--- src/rtl/cp0_pkg.sv ---
// Shared CP0 definitions: opcodes, register numbers, field positions and ExcCodes.
// Also used by the CP0 forwarding unit.
package cp0_pkg;

    localparam logic [2:0] CP0OP_MFC0 = 3'b001;
    localparam logic [2:0] CP0OP_MTC0 = 3'b010;
    localparam logic [2:0] CP0OP_ERET = 3'b100;

    localparam logic [4:0] CP0_BADVADDR = 5'd8;
    localparam logic [4:0] CP0_COUNT    = 5'd9;
    localparam logic [4:0] CP0_COMPARE  = 5'd11;
    localparam logic [4:0] CP0_STATUS   = 5'd12;
    localparam logic [4:0] CP0_CAUSE    = 5'd13;
    localparam logic [4:0] CP0_EPC      = 5'd14;

    localparam int STATUS_IE    = 0;
    localparam int STATUS_EXL   = 1;
    localparam int STATUS_IM_LO = 8;
    localparam int STATUS_IM_HI = 15;

    localparam int CAUSE_EXC_LO = 2;
    localparam int CAUSE_EXC_HI = 6;
    localparam int CAUSE_IP_LO  = 8;
    localparam int CAUSE_IPSW_HI = 9;
    localparam int CAUSE_IP_HI  = 15;
    localparam int CAUSE_TI     = 30;
    localparam int CAUSE_BD     = 31;

    typedef enum logic [4:0] {
        EXC_INT  = 5'd0,
        EXC_MOD  = 5'd1,
        EXC_TLBL = 5'd2,
        EXC_TLBS = 5'd3,
        EXC_ADEL = 5'd4,
        EXC_ADES = 5'd5,
        EXC_IBE  = 5'd6,
        EXC_DBE  = 5'd7,
        EXC_SYS  = 5'd8,
        EXC_BP   = 5'd9,
        EXC_RI   = 5'd10,
        EXC_CPU  = 5'd11,
        EXC_OV   = 5'd12,
        EXC_TR   = 5'd13
    } exc_code_e;

    // Only sel 0 is implemented for every register.
    function automatic logic cp0_hit(input logic [4:0] cs, input logic [2:0] sel,
                                     input logic [4:0] regnum);
        return (sel == 3'd0) && (cs == regnum);
    endfunction

endpackage

--- src/rtl/cp0_timer.sv ---
// Count/Compare timer: Count advances every other cycle, TI latches on a nonzero match
// and is cleared by any write to Compare.
module cp0_timer
    import cp0_pkg::*;
(
    input  logic        clk,
    input  logic        rst,
    input  logic        i_count_we,
    input  logic        i_compare_we,
    input  logic [31:0] i_wr_data,
    output logic [31:0] o_count,
    output logic [31:0] o_compare,
    output logic        o_ti
);

    logic        r_tick;
    logic [31:0] r_count;
    logic [31:0] r_compare;
    logic        r_ti;
    logic        w_match;

    assign w_match = (r_count == r_compare) && (r_compare != 32'd0);

    always_ff @(posedge clk) begin
        if (rst) begin
            r_tick    <= 1'b0;
            r_count   <= 32'd0;
            r_compare <= 32'd0;
            r_ti      <= 1'b0;
        end else begin
            // A software load restarts the half-rate phase as well as the value.
            if (i_count_we) begin
                r_count <= i_wr_data;
                r_tick  <= 1'b0;
            end else begin
                if (r_tick)
                    r_count <= r_count + 32'd1;
                r_tick <= ~r_tick;
            end

            if (i_compare_we)
                r_compare <= i_wr_data;

            if (i_compare_we)
                r_ti <= 1'b0;
            else if (w_match)
                r_ti <= 1'b1;
        end
    end

    assign o_count   = r_count;
    assign o_compare = r_compare;
    assign o_ti      = r_ti;

endmodule

--- src/rtl/cp0_regs.sv ---
// CP0 register file: mtc0 writes from WB, mfc0/eret reads to ID, exception state
// capture, and the interrupt request.
module cp0_regs
    import cp0_pkg::*;
(
    input  logic        clk,
    input  logic        rst,
    input  logic [2:0]  id_cp0op,
    input  logic [4:0]  id_cs,
    input  logic [2:0]  id_sel,
    input  logic [2:0]  wr_cp0op,
    input  logic [4:0]  wr_cs,
    input  logic [2:0]  wr_sel,
    input  logic [31:0] wr_data,
    input  logic        exc_valid,
    input  logic [4:0]  exc_code,
    input  logic [31:0] exc_pc,
    input  logic        exc_bd,
    input  logic [31:0] exc_badvaddr,
    input  logic        exc_badv_we,
    input  logic        eret_commit,
    input  logic [5:0]  hw_int,
    output logic [31:0] rd_data,
    output logic [31:0] epc_out,
    output logic [31:0] status_out,
    output logic [31:0] cause_out,
    output logic        int_req
);

    logic [31:0] r_badvaddr;
    logic [31:0] r_epc;
    logic [7:0]  r_status_im;
    logic        r_status_exl;
    logic        r_status_ie;
    logic        r_cause_bd;
    logic [5:0]  r_cause_iphw;
    logic [1:0]  r_cause_ipsw;
    logic [4:0]  r_cause_exc;

    logic        w_mtc0;
    logic        w_we_count;
    logic        w_we_compare;
    logic        w_we_status;
    logic        w_we_cause;
    logic        w_we_epc;
    logic [31:0] w_count;
    logic [31:0] w_compare;
    logic        w_ti;
    logic [7:0]  w_ip;
    logic [31:0] w_reg_val;

    assign w_mtc0       = (wr_cp0op == CP0OP_MTC0);
    assign w_we_count   = w_mtc0 && cp0_hit(wr_cs, wr_sel, CP0_COUNT);
    assign w_we_compare = w_mtc0 && cp0_hit(wr_cs, wr_sel, CP0_COMPARE);
    assign w_we_status  = w_mtc0 && cp0_hit(wr_cs, wr_sel, CP0_STATUS);
    assign w_we_cause   = w_mtc0 && cp0_hit(wr_cs, wr_sel, CP0_CAUSE);
    assign w_we_epc     = w_mtc0 && cp0_hit(wr_cs, wr_sel, CP0_EPC);

    cp0_timer u_timer (
        .clk          (clk),
        .rst          (rst),
        .i_count_we   (w_we_count),
        .i_compare_we (w_we_compare),
        .i_wr_data    (wr_data),
        .o_count      (w_count),
        .o_compare    (w_compare),
        .o_ti         (w_ti)
    );

    // Later assignments win: software write first, then exception/eret state.
    always_ff @(posedge clk) begin
        if (rst) begin
            r_badvaddr   <= 32'd0;
            r_epc        <= 32'd0;
            r_status_im  <= 8'd0;
            r_status_exl <= 1'b1;
            r_status_ie  <= 1'b0;
            r_cause_bd   <= 1'b0;
            r_cause_iphw <= 6'd0;
            r_cause_ipsw <= 2'd0;
            r_cause_exc  <= 5'd0;
        end else begin
            r_cause_iphw <= hw_int;

            if (w_we_status) begin
                r_status_im  <= wr_data[STATUS_IM_HI:STATUS_IM_LO];
                r_status_exl <= wr_data[STATUS_EXL];
                r_status_ie  <= wr_data[STATUS_IE];
            end
            if (w_we_cause)
                r_cause_ipsw <= wr_data[CAUSE_IPSW_HI:CAUSE_IP_LO];
            if (w_we_epc)
                r_epc <= wr_data;

            if (exc_valid) begin
                r_status_exl <= 1'b1;
                r_cause_exc  <= exc_code;
                r_cause_bd   <= exc_bd;
                r_epc        <= exc_bd ? (exc_pc - 32'd4) : exc_pc;
                if (exc_badv_we)
                    r_badvaddr <= exc_badvaddr;
            end else if (eret_commit) begin
                r_status_exl <= 1'b0;
            end
        end
    end

    assign w_ip = {r_cause_iphw[5] | w_ti, r_cause_iphw[4:0], r_cause_ipsw};

    assign status_out = {16'd0, r_status_im, 6'd0, r_status_exl, r_status_ie};
    assign cause_out  = {r_cause_bd, w_ti, 14'd0, w_ip, 1'b0, r_cause_exc, 2'b00};
    assign epc_out    = r_epc;
    assign int_req    = r_status_ie & ~r_status_exl & (|(w_ip & r_status_im));

    always_comb begin
        w_reg_val = 32'd0;
        if (id_sel == 3'd0) begin
            case (id_cs)
                CP0_BADVADDR: w_reg_val = r_badvaddr;
                CP0_COUNT:    w_reg_val = w_count;
                CP0_COMPARE:  w_reg_val = w_compare;
                CP0_STATUS:   w_reg_val = status_out;
                CP0_CAUSE:    w_reg_val = cause_out;
                CP0_EPC:      w_reg_val = r_epc;
                default:      w_reg_val = 32'd0;
            endcase
        end
    end

    always_comb begin
        rd_data = 32'd0;
        if (id_cp0op == CP0OP_MFC0)
            rd_data = w_reg_val;
        else if (id_cp0op == CP0OP_ERET)
            rd_data = r_epc;
    end

endmodule

--- config.mk ---
export PLATFORM = sky130hd
export DESIGN_NAME = cp0_regs
export DESIGN_NICKNAME = d
export VERILOG_FILES = /design/src/rtl/cp0_pkg.sv /design/src/rtl/cp0_timer.sv /design/src/rtl/cp0_regs.sv
export SDC_FILE = /design/constraint.sdc
export NUM_CORES = 1
export LEC_CHECK = 0
export CORE_ASPECT_RATIO = 0.8
export CORE_UTILIZATION = 35
export CTS_CLUSTER_DIAMETER = 40
export CTS_CLUSTER_SIZE = 20
export DETAILED_ROUTE_END_ITERATION = 10
export GPL_TIMING_DRIVEN = 0
export PLACE_DENSITY = 0.64
export SYNTH_ARGS = -nofsm -noshare
export SYNTH_HDL_FRONTEND = slang
export SYNTH_SLANG_ARGS = --single-unit
export TNS_END_PERCENT = 100
--- constraint.sdc ---
create_clock -name clk -period 2.3 [get_ports clk]
set_input_delay 0.46 -clock clk [delete_from_list [all_inputs] [get_ports clk]]
set_output_delay 0.46 -clock clk [all_outputs]
set_load 0.02 [all_outputs]
**Yosys cells after proc, flatten, opt, wreduce, memory -nomap -nowiden**

Index checks and enable logic that the tools add are counted.

- Input port bits: 135
- Logic and storage cells: 69
- Register bits: 154

- Eq/ne operators: 15
- Reduce and logical (&&, ||, !) cells: 22
- Bitwise logic cells: 6
- Muxes and demuxes: 11
- $add $sub $neg: 2

Operator list:

| cell | number |
|---|---|
| 32-bit 2-to-1 mux | 8 |
| 32-bit case mux with 6 select lines | 1 |
| 5-bit by 4-bit == test with 1-bit output, second input constant | 11 |
| 32-bit by 1-bit adder with 32-bit output, second input constant | 1 |
| 32-bit == test | 1 |
| 32-bit nonzero test | 1 |
| 32-bit by 3-bit subtractor with 32-bit output, second input constant | 1 |
| 1-bit logical AND | 11 |
| 8-bit bitwise AND | 1 |
| 8-bit OR reduction | 1 |
| 3-bit logical NOT | 2 |
| 2-bit nonzero test | 3 |
| 2-bit OR reduction | 3 |
| 3-bit by 1-bit == test with 1-bit output, second input constant | 1 |
| 3-bit by 2-bit == test with 1-bit output, second input constant | 1 |
| 3-bit == test, second input constant | 1 |
| 1-bit bitwise AND | 2 |
| 1-bit 2-to-1 mux | 2 |
| 1-bit inverter | 2 |
| 2-bit AND reduction | 1 |
| 1-bit OR | 1 |

**Logic depth before layout (Yosys ltp)**

- Depth after elaboration: 5
- Depth in mapped cells: 7
- Depth with buffers taken out: 7

**Hierarchy**

A second synthesis with hierarchy kept.

- Cells, all modules: 1,029
- Area total of the unflattened synthesis: 8,946.1 µm²

Modules (own cells, without submodules):

| module | area an instance (µm²) | times used | seq. area each (µm²) | cells each |
|---|---|---|---|---|
| cp0_regs | 5,501.5 | 1 | 1,761.7 | 654 |
| cp0_timer | 3,444.6 | 1 | 1,321.3 | 375 |

**Worst setup path before layout**

No wires, ideal clock.

- Path kind: input -> output
- Start: input id_sel[2]
- End: output rd_data[0]
- Buffers on the path: 1
- Stages on the path: 5
- Arrival time: 2.088 ns
- Slack: -0.248 ns
- Cell sequence: or4b_1 > nor3_1 > nand4b_1 > clkbuf_1 > o21ai_0

- Word-level cells in the longest chain between the ends: 3

RTL lines:

| what | RTL line | source |
|---|---|---|
| start: declaration | cp0_regs.sv:10 | `input logic [2:0] id_sel,` |
| 3-bit logical NOT | cp0_regs.sv:117 | `if (id_sel == 3'd0) begin` |
| 32-bit 2-to-1 mux | cp0_regs.sv:117 |  |
| 32-bit 2-to-1 mux | cp0_regs.sv:132 | `if (id_cp0op == CP0OP_MFC0)` |
| end: declaration | cp0_regs.sv:23 | `output logic [31:0] rd_data,` |

No other way between the ends.

**Final worst setup path**

- Start: input id_cp0op[2]
- End: output rd_data[30]

- Word-level cells in the longest chain between the ends: 3

RTL lines:

| what | RTL line | source |
|---|---|---|
| start: declaration | cp0_regs.sv:8 | `input logic [2:0] id_cp0op,` |
| 3-bit == test | cp0_regs.sv:134 | `else if (id_cp0op == CP0OP_ERET)` |
| 32-bit 2-to-1 mux | cp0_regs.sv:134 |  |
| 32-bit 2-to-1 mux (*) | cp0_regs.sv:132 |  |

Every way passes the cells marked *; elsewhere a longest branch is shown, timed or not.

==> flow_metrics.tcl <==
set metrics [dict create \
    fill_cells 2315 \
    holdCritStartpoint "exc_bd" \
    synthCells 1069 \
    ys_async_sr_fraction_pct 0 \
    critPathTopFamily "simple AND/OR/NAND/NOR gates" \
    power.density_mw_per_mm2 517.7 \
    hold_end "r_cause_bd" \
    hold_violations 0 \
    violations "setup timing" \
    whs_path_depth 3 \
    grtUsageTotal_pct 27.79 \
    grt_pass1_wl_um 52190 \
    synth.area.top_cells "dfxtp_1, xnor2_1, nand2_1, a211oi_1, a21oi_1" \
    vias_per_cell 5.376 \
    power_switching_mw 1.785 \
    final_cells 1698 \
    period_share_pct 114.9 \
    grt_pass1_vias 8458 \
    start_util_pct 35.80 \
    grt_max_degree 17 \
    startpoint_type "primary input" \
    dieArea_mm2 0.02557 \
    r2r_slack_ns 0.16 \
    syn_to_final_growth_pct 46.85 \
    routabilityCongestion 0.9576 \
    drc 0 \
    crit_chain "buf_6, or4b_4, nor3_4, nand4b_1, clkbuf_8, a21oi_4, a21o_1, buf_6" \
    dp_cells 1646 \
    avgSynthCellArea_um2 8.164 \
    cts_tree "done" \
    endpoint_kind "output port" \
    dp_hpwl_um 28040 \
    yosysSeqAreaShare_pct 35.33 \
    antenna_found_initial 1 \
    switching_share_pct 26.91 \
    synth_edf_count 0 \
    synthTopCellsByCount "nand2_1, dfxtp_1, nor2_1, a21oi_1, xnor2_1" \
    dr.pass1.iters 6 \
    synthFlopType "dfxtp_1" \
    synth_most_common_cell "nand2_1" \
    die_w_um 178.5 \
    die_h_um 143.2 \
    hp-class "in -> reg" \
    cts_buffers 17 \
    crit_top_cell "buf_6" \
    slew_headroom_pct 42.06 \
    synth_area_leader_cell "dfxtp_1" \
    fin_skew_ns 0.008059 \
    critPathSlowestCell "or4b_4" \
    wl_per_cell_um 21.11 \
    antenna_cells 0 \
    rows 51 \
    p_int_mw 4.849 \
    ys_ff_latch 154 \
    io_buffers 221 \
    yosys_warnings 0 \
    synth_top_area_share_pct 35.33 \
    globalRoute.totalOverflow 0 \
    whs_ns 0.4113 \
    r2r_start "u_timer.o_count[0]" \
    fmax_mhz 378.4 \
    required_ns 1.84 \
    rsz0062_at_grt "yes" \
    coreArea_mm2 0.02438 \
    worstSkewPairLatency_ns 0.43 \
    worst_slew_pin_slew_ns 0.8691 \
    clk_path_buf_depth 2 \
    vias 9128 \
    final_nets 1504 \
    peakVddDrop_mv 0.5509 \
    dr.first_iter.drc_count 1061 \
    cp_max_fo 5 \
    cts_num_sinks 154 \
    routed_wirelength_um 35840 \
    critical_path_class "in -> out" \
    power_frac_seq_pct 42.7 \
    status "finished, violations left" \
    layout-drive-gt1-share_pct 20.29 \
    cts_htree_levels 4 \
    antenna_left 0 \
    min_period_ns 2.643 \
    drv_slew 0 \
    cp_slowest_stage_delay_ns 0.54 \
    syn_area_mm2 0.008727 \
    r2r-end "u_timer.o_count[28]" \
    path_clk_slew_ns 0.06 \
    setup_viol 32 \
    critPathBufInv 3 \
    clockRootBuffer "clkbuf_16" \
    final.setup.worst_slack_ns -0.3429 \
    combPwrFrac_pct 16.4 \
    boundaryPins 264 \
    cp_data_arrival_time_ns 2.18 \
    synth_cell_type_count 54 \
    r2r_cells 7 \
    clkPwrFrac_pct 40.9 \
    max_cap_viol_count 0 \
    p_leak_nw 4.644 \
]
stage by stage:
step / total power [mW] / area, µm² / util (%) / setup WS [ns] / setup TNS [ns]
after global routing: 6.839 / 12820 / 52.58 / -0.3617 / -9.623
final: 6.634 / 12820 / 52.58 / -0.3429 / -8.501
after CTS: 6.615 / 12760 / 52.33 / -0.3827 / -9.363
after global placement: 3.900 / 11640 / 47.75 / -1.714 / -81.12
after floorplan: 3.342 / 9029 / - / -0.05061 / -0.2691
after detailed placement: 3.907 / 11640 / 47.75 / -1.757 / -86.37
power by group through the flow:
stage,Combinational [mW],Sequential (mW),Clock [mW]
2_1_floorplan,0.433,2.91,0
3_3_place_gp,1.02,2.88,0
3_5_place_dp,1.02,2.89,0
4_1_cts,1.06,2.83,2.73
5_1_grt,1.15,2.84,2.85
6_report,1.09,2.83,2.72
area by class of cell:
class | instances | area (µm²) | area share (%)
plain buffers | 125 | 803.3 | 6.268
inverters | 6 | 22.52 | 0.1757
repair buffers | 245 | 2461 | 19.20
flip-flops and latches | 154 | 3087 | 24.08
well taps | 318 | 397.9 | 3.105
clock buffers | 25 | 485.5 | 3.788
multi-input cells | 818 | 5493 | 42.86
clock inverters | 7 | 66.31 | 0.5174
timing repair:
item / 4_1_cts / 5_1_grt
buffers inserted: 19 / 5
setup endpoints to repair: 34 / 114
gates cloned: 5 / 0
pin swaps: 43 / 28
hold buffers: 0 / 0
gates resized for setup: 322 / 31
cells in the final DEF, fill, tap and decap left out, types with 6 or more instances in the layout:
master,count
a211oi_1,57
a21o_1,14
a21oi_1,67
a21oi_2,9
a222oi_1,24
a22oi_1,23
buf_2,16
buf_4,68
buf_6,36
clkbuf_1,47
clkbuf_16,19
clkbuf_2,6
clkbuf_8,11
clkdlybuf4s50_1,177
conb_1,39
dfxtp_1,151
inv_1,6
mux2_2,32
mux2i_1,21
nand2_1,169
nand3_1,13
nand4_1,19
nor2_1,103
nor2b_1,7
nor3_1,16
nor4_1,13
nor4_2,6
o21ai_4,17
xnor2_1,74
xor2_1,17
logic make-up after synthesis:
family	Yosys count	share of synthesized area (%)
AOI/OAI and AO/OA	228	17.72
xor gates and xnor gates	91	9.133
adders and majority gates	2	0.2867
buffers and inverters	135	8.201
DFF	154	35.33
muxes	53	6.538
other	1	0.04297
and+or+nand+nor	405	22.75
worst max-delay path by stage:
stage                start     endpoint  slack (ns)  cells past startpoint
5_1_grt        id_cp0op[2]  rd_data[20]       -0.36                      8
4_1_cts        id_cp0op[2]  rd_data[20]       -0.38                      8
3_5_place_dp      id_cs[3]  rd_data[11]       -1.76                      9
2_1_floorplan    id_sel[2]  rd_data[30]       -0.05                      6
3_3_place_gp      id_cs[3]  rd_data[11]       -1.71                      9
6_report       id_cp0op[2]  rd_data[30]       -0.34                      8
metal layers:
| metal | global-route usage (%) | vias to the layer above | part of all wire [%] |
|---|---|---|---|
| met5 | 0 | - | 0.039 |
| met1 | 39.30 | 4319 | 44 |
| met3 | 6.683 | 53 | 9.9 |
| li1 | - | 4298 | - |
| met4 | 7.270 | 2 | 1.9 |
| met2 | 41.76 | 456 | 45 |
registers in the layout, indices dropped and copies added (netlist names):
signal / count
u_timer.o_compare: 32
r_badvaddr: 32
r_status_im: 8
u_timer.o_count: 32
r_cause_exc: 5
r_cause_bd: 1
r_status_ie: 1
u_timer.r_tick: 1
u_timer.o_ti: 1
r_cause_iphw: 6
r_status_exl: 1
r_cause_ipsw: 2
epc_out: 32
worst reg2reg max path: stages, from the launching register on:
cell and delay [ns]:
dfxtp_2 0.43, ha_1 0.20, nand2_1 0.12, or4_1 0.58, buf_6 0.18, nor4_2 0.25
xnor2_1 0.11, a211oi_2 0.20
Note: power is estimated with default switching activity, not from simulation.
